===== config.mk =====
export PLATFORM = sky130hd
export DESIGN_NAME = cgra_output_serializer
export DESIGN_NICKNAME = d
export VERILOG_FILES = /design/src/rtl/cgra_output_serializer.sv
export SDC_FILE = /design/constraint.sdc
export NUM_CORES = 1
export LEC_CHECK = 0
export ABC_AREA = 1
export CORE_ASPECT_RATIO = 0.7
export CORE_MARGIN = 2
export CORE_UTILIZATION = 50
export CTS_CLUSTER_SIZE = 30
export DETAILED_ROUTE_END_ITERATION = 6
export GPL_ROUTABILITY_DRIVEN = 0
export PLACE_DENSITY = 0.78
export RECOVER_POWER = 50
export SETUP_SLACK_MARGIN = 0.05
export SLEW_MARGIN = 20
export SYNTH_ARGS = -nofsm -noshare
export SYNTH_HDL_FRONTEND = slang
export SYNTH_SLANG_ARGS = --single-unit

===== constraint.sdc =====
create_clock -name clk_i -period 2.1 [get_ports clk_i]
set_clock_uncertainty 0.15 [all_clocks]
set_input_delay 0.21 -clock clk_i [delete_from_list [all_inputs] [get_ports clk_i]]
set_output_delay 0.21 -clock clk_i [all_outputs]
set_load 0.05 [all_outputs]

===== src/rtl/cgra_output_serializer.sv =====
// cgra_output_serializer: captures per-column FU results and shifts them out MSB-first in lock-step.
// Optional even-parity bit per column appended after the LSB when CGRA_OUT_PARITY_EN is defined.
module cgra_output_serializer #(
  parameter int NUM_COLS   = 4,
  parameter int DATA_WIDTH = 8
) (
  input  logic                           clk_i,
  input  logic                           reset_i,
  input  logic                           capture_i,
  input  logic [NUM_COLS*DATA_WIDTH-1:0] results_i,
  input  logic                           send_i,
  output logic [NUM_COLS-1:0]            data_o,
  output logic                           valid_o,
  output logic                           done_o,
  output logic                           overrun_o
);
`ifdef CGRA_OUT_PARITY_EN
  localparam int L = DATA_WIDTH + 1;
`else
  localparam int L = DATA_WIDTH;
`endif
  localparam int CW = $clog2(L + 1);
  localparam logic [0:0] IDLE = 1'b0, SEND = 1'b1;
  logic [0:0] state;
  logic [CW-1:0] cnt;
  logic [NUM_COLS-1:0][L-1:0] sr, ld;
  logic last, load;
  genvar c;
  for (c = 0; c < NUM_COLS; c++) begin : g_col
`ifdef CGRA_OUT_PARITY_EN
    assign ld[c] = {results_i[c*DATA_WIDTH +: DATA_WIDTH], ^results_i[c*DATA_WIDTH +: DATA_WIDTH]};
`else
    assign ld[c] = results_i[c*DATA_WIDTH +: DATA_WIDTH];
`endif
    // shift registers drain to zero, so the MSB is already 0 whenever idle
    assign data_o[c] = sr[c][L-1];
  end
  always_comb begin
    last = (state == SEND) && send_i && (cnt == CW'(1));
    load = capture_i && ((state == IDLE) || last);
  end
  assign valid_o = state[0];
  always_ff @(posedge clk_i) begin
    if (reset_i) begin
      state     <= IDLE;
      cnt       <= '0;
      sr        <= '0;
      done_o    <= 1'b0;
      overrun_o <= 1'b0;
    end else begin
      done_o <= last;
      if (capture_i && (state == SEND) && !last) overrun_o <= 1'b1;
      if (load) begin
        sr    <= ld;
        cnt   <= CW'(L);
        state <= SEND;
      end else if ((state == SEND) && send_i) begin
        for (int i = 0; i < NUM_COLS; i++) sr[i] <= sr[i] << 1;
        cnt   <= cnt - 1'b1;
        state <= last ? IDLE : SEND;
      end
    end
  end
endmodule


[Word-level counts from Yosys, hierarchy flattened]
Cells that the tools add are included.
Operators by class
  $add $sub $neg: 1
  $mul: 0
  div/mod/pow operators: 0
  order comparisons: 0
  equality and inequality tests: 1
  shift operators: 0
  muxes and demuxes: 7
  bitwise gates (word level): 1
  reductions and logical operators: 9
Operators with widths (count)
  32-bit two-way mux: 2
  4-bit two-way mux: 2
  1-bit logical AND: 5
  4-bit by 1-bit == test with 1-bit output (second input constant): 1
  4-bit by 1-bit subtractor with 4-bit output (second input constant): 1
  1-bit two-way mux: 3
  2-bit nonzero test: 1
  2-bit OR reduction: 1
  1-bit zero test: 1
  1-bit logical OR: 1
  1-bit inverter: 1
Word-level totals
  bits in registers: 39
  bits in latches: 0
  bits in writable memories: 0
  bits in read-only memories: 0
  input port bits: 36
  word-level logic and storage cells: 28
  memories kept: 0

[Depth between registers and ports, before layout]
Gate-level depths: netlist (run 1).
  depth in word-level cells: 5
  gate-level depth with buffers: 13
  depth with buffers taken out: 11

[Worst setup path before layout (run 1)]
OpenSTA, ideal clock, no wires.
  path kind: register to register
  start: register state, in the netlist valid_o
  end: register sr[25] (netlist name)
  setup time: 0.110 ns
  arrival: 1.697 ns
  required time: 1.840 ns
  path slack: 0.143 ns
  stages on the path, launching flop included: 13
  buffers on the path: 3
  period minus slack after synthesis: 1.957 ns
  cell sequence: dfxtp_1 > buf_4 > nand2_4 > nor2_2 > nand2_2 > nand2_4 > nand2_2 > buf_6 > buf_6 > nand2_1 > nand3_1 > nand2_1 > inv_1
On the way
  longest elaborated chain between the ends: 5
  elaborated cells between the ends (all ways): 7
RTL lines
  start: declaration: RTL line 24  | logic [0:0] state;
  start signal: assignment: RTL line 60  | state <= last ? IDLE : SEND;
  1-bit logical AND: RTL line 39, 57
  1-bit logical AND: RTL line 39  | last = (state == SEND) && send_i && (cnt == CW'(1));
  1-bit logical OR: RTL line 40  | load = capture_i && ((state == IDLE) || last);
  1-bit logical AND: RTL line 40
  32-bit two-way mux or 2-bit nonzero test (tied branches)
  end signal: assignment: RTL line 54  | sr <= ld;
  end: declaration: RTL line 26  | logic [NUM_COLS-1:0][L-1:0] sr, ld;
Parallel ways exist; a longest one is shown, timed or not.
A chain may end at the register's enable or synchronous reset.

[Worst setup path after layout (run 1)]
  start: register state, in the netlist valid_o
  end: output valid_o
RTL lines
  end: declaration: RTL line 13  | output logic valid_o,
No word-level cell between the ends.

==> flow_summary.ini, run 1 <==
[yosys]
synth_top_flop_cell = dfxtp_1
synth_seq_cells = 39
synth_area_um2 = 2170
synth_most_common_cell = nand2_1
synth_cell_types = 20
synthesis.instances = 334
syn_nets = 372
yosysSeqAreaShare_pct = 36.0
syn_avg_cell_area_um2 = 6.50
synth_edf_count = 0
async_reset_ff_share_pct = 0
synth_area_leader_cell = dfxtp_1
yosysWarnings = 0
synth_top_area_share_pct = 36.0
synthTopCellsByCount = 66 x nand2_1, 64 x nand3_1, 57 x inv_1
synth_area_leaders = dfxtp_1 36%, nand3_1 15%, nand2_1 11%

[grt]
grt_pass1_wl_um = 8170
grt_max_degree = 62
grt_overflow = 0
grt_pass1_vias = 1879
antenna_found_initial = 0
grt.total_usage_pct = 21.9

[status]
status = finished, final reports clean

[worst_hold_path]
hold_class = flop to flop
worstHoldStart = sr[24]$_SDFFE_PP0P_
min_path_cells = 2

[worst_setup_path]
worstPathMaxFanout = 24
cp.buffers_inverters = 2
slowest_delay_ns = 0.53
cp.arrival_ns = 1.55
critPathRequiredTime_ns = 1.74
cpMaxStageDelayCell = clkbuf_2
cp-start-kind = flop
r2r_start = cnt[1]$_SDFFE_PP0P_
critPathCaptureType = output pin
crit_cells = 2
cp_cell_sequence = clkbuf_2 > buf_12
critical_path.startpoint = valid_o$_SDFFE_PP0P_
cpLargestDelayFamily = buffers and inverters
reg2regPathDepth = 10
path_class = flop to output pin

[sta]
whs_ns = 0.333
finalCritPeriodShare_pct = 91.2
finalHoldViolCount = 0
relSlewSlack_pct = 63.8
grt_setup_unrepaired = false
slew_viol_final = 0
worst_slew_pin_slew_ns = 0.544
fmax_ghz = 0.522
fin_crit_ns = 1.91
setup_tns_ns = 0
finalSetupViolations = 0

[power]
p_int_mw = 1.24
p_sw_uw = 474
vdd_drop_max_mv = 0.378
seq_power_share_pct = 47.6
clock_power_share_pct = 32.4
power_density_nw_per_um2 = 635
power.share.combinational_pct = 20.0
swShare_pct = 27.7
p_leak_nw = 1.27

[clock_network]
cts_buffers = 5
clock-sinks = 39
cts_setup_buffers = 0
cts_buffer_depth = 2
clk_pin_slew_ns = 0.07
cts_tree = built
cts-resized-gates = 0
insertion_delay_ns = 0.29
cts_hold_buf = 0
cts_root_buf = clkbuf_8
h-tree-depth = 2

[placed_design]
dp_hpwl_um = 3250
dp.cells = 411
io_buffers = 42
place_area_um2 = 2600

[routing]
wl_per_cell_um = 11.8
wl_um = 4960
ant_nets = 0
route.vias.total = 2146
drc = 0
drt_iter0_drc = 131
firstDrtPassIters = 4
viasPerCell = 5.12

[final_layout]
instances_no_fill = 419
final_nets = 401
n_fill_cell = 402
final_area_um2 = 2690
drive_gt1_share_pct = 6.87
utilization_pct = 63.2
syn2layout_area_growth_pct = 23.9
diodes = 0

[job]
max_cap_violations = 0

[die]
die_x_um = 82.8
die_y_um = 59.1
dieArea_um2 = 4890
coreArea_um2 = 4250
ios = 43
rows = 20
start_util_pct = 51.0
-- layout make-up --
| cell class | count | area (um2) | share of cell area (%) |
|---|---|---|---|
| Multi-Input combinational cell | 207 | 1010 | 37.7 |
| Inverter | 59 | 221 | 8.23 |
| Timing Repair Buffer | 51 | 505 | 18.8 |
| Sequential cell | 39 | 781 | 29.0 |
| Tap cell | 55 | 68.8 | 2.56 |
| Clock buffer | 8 | 100 | 3.72 |
-- path summary, 6_finish.rpt --
kind / to / slack (ns)
worst max-delay path: valid_o / 0.19
worst min-delay path: sr[24]$_SDFFE_PP0P_ / 0.33
worst max register to register: cnt[1]$_SDFFE_PP0P_ / 0.23
worst min register to register: sr[24]$_SDFFE_PP0P_ / 0.33
-- logic make-up (layout without fill, tap and decap cells) --
kind of cell | Yosys count | in the layout | share of synthesized area, %
simple gates | 167 | 167 | 33.8
compound gates | 37 | 37 | 11.4
flops | 39 | 39 | 36.0
fa+ha+maj | 2 | 2 | 1.15
xor+xnor | 1 | 1 | 0.404
buf+inv | 88 | 118 | 17.2
-- state kept, by name, indices dropped and copies added (netlist names) --
signal / cells
sr: 28
done_o: 1
cnt: 4
valid_o: 1
overrun_o: 1
data_o: 4
-- placed cells by master (no fill, tap or decap) --
master and count:
clkbuf_8 7, inv_1 57, buf_12 2, clkbuf_1 1, a21oi_1 11, nand3_1 64
or2_2 2, nand2_4 2, dlygate4sd3_1 6, xor2_1 1, a31oi_1 2, nor2_2 1
nand2_2 1, nor2_1 30, buf_4 6, dfxtp_1 39, clkbuf_2 2, nand2_1 67
clkdlybuf4s50_1 35, inv_2 2, ha_1 2, o211ai_1 24
-- per-stage QoR --
step	power, mW	worst slack (ns)
2_1_floorplan	1.05	0.143
3_3_place_gp	1.17	0.165
6_report	1.71	0.185
4_1_cts	1.73	0.249
5_1_grt	1.80	0.0546
3_5_place_dp	1.18	0.149
-- tightest hold or removal path, stage by stage, from the launching register on --
cell     delay [ns]
dfxtp_1        0.31
nand3_1        0.07
a21oi_1        0.05
-- power groups by stage --
stage	Clock (mW)	Combinational [mW]	Sequential, mW
after floorplan	0	0.221	0.830
after global placement	0	0.342	0.828
after detailed placement	0	0.345	0.830
after CTS	0.572	0.347	0.813
after global routing	0.604	0.379	0.818
final	0.554	0.342	0.813
-- metal layers --
layer  vias to the layer above  global-route usage, %  part of all wire [%]
met5                         -                      0                     0
met4                         0                   9.37                   1.9
met3                        11                   4.73                   6.7
met2                        71                   37.1                    46
met1                       959                   27.1                    46
li1                       1105                      -                     -
Note: power is estimated with default switching activity, not from simulation.
==> run 2: changes to the inputs <==
--- a/config.mk
+++ b/config.mk
@@ -12,6 +12,7 @@
 export CTS_CLUSTER_SIZE = 30
 export DETAILED_ROUTE_END_ITERATION = 6
 export GPL_ROUTABILITY_DRIVEN = 0
+export HOLD_SLACK_MARGIN = 0.05
 export PLACE_DENSITY = 0.78
 export RECOVER_POWER = 50
 export SETUP_SLACK_MARGIN = 0.05
==> results of run 2 <==
Final layout, timing and power as in run 1 (identical DEF).
==> run 3: changes to the inputs <==
--- a/config.mk
+++ b/config.mk
@@ -16,7 +16,7 @@
 export PLACE_DENSITY = 0.78
 export RECOVER_POWER = 50
 export SETUP_SLACK_MARGIN = 0.05
-export SLEW_MARGIN = 20
+export SLEW_MARGIN = 5
 export SYNTH_ARGS = -nofsm -noshare
 export SYNTH_HDL_FRONTEND = slang
 export SYNTH_SLANG_ARGS = --single-unit
==> results of run 3 <==
Final layout, timing and power as in run 1 (identical DEF).
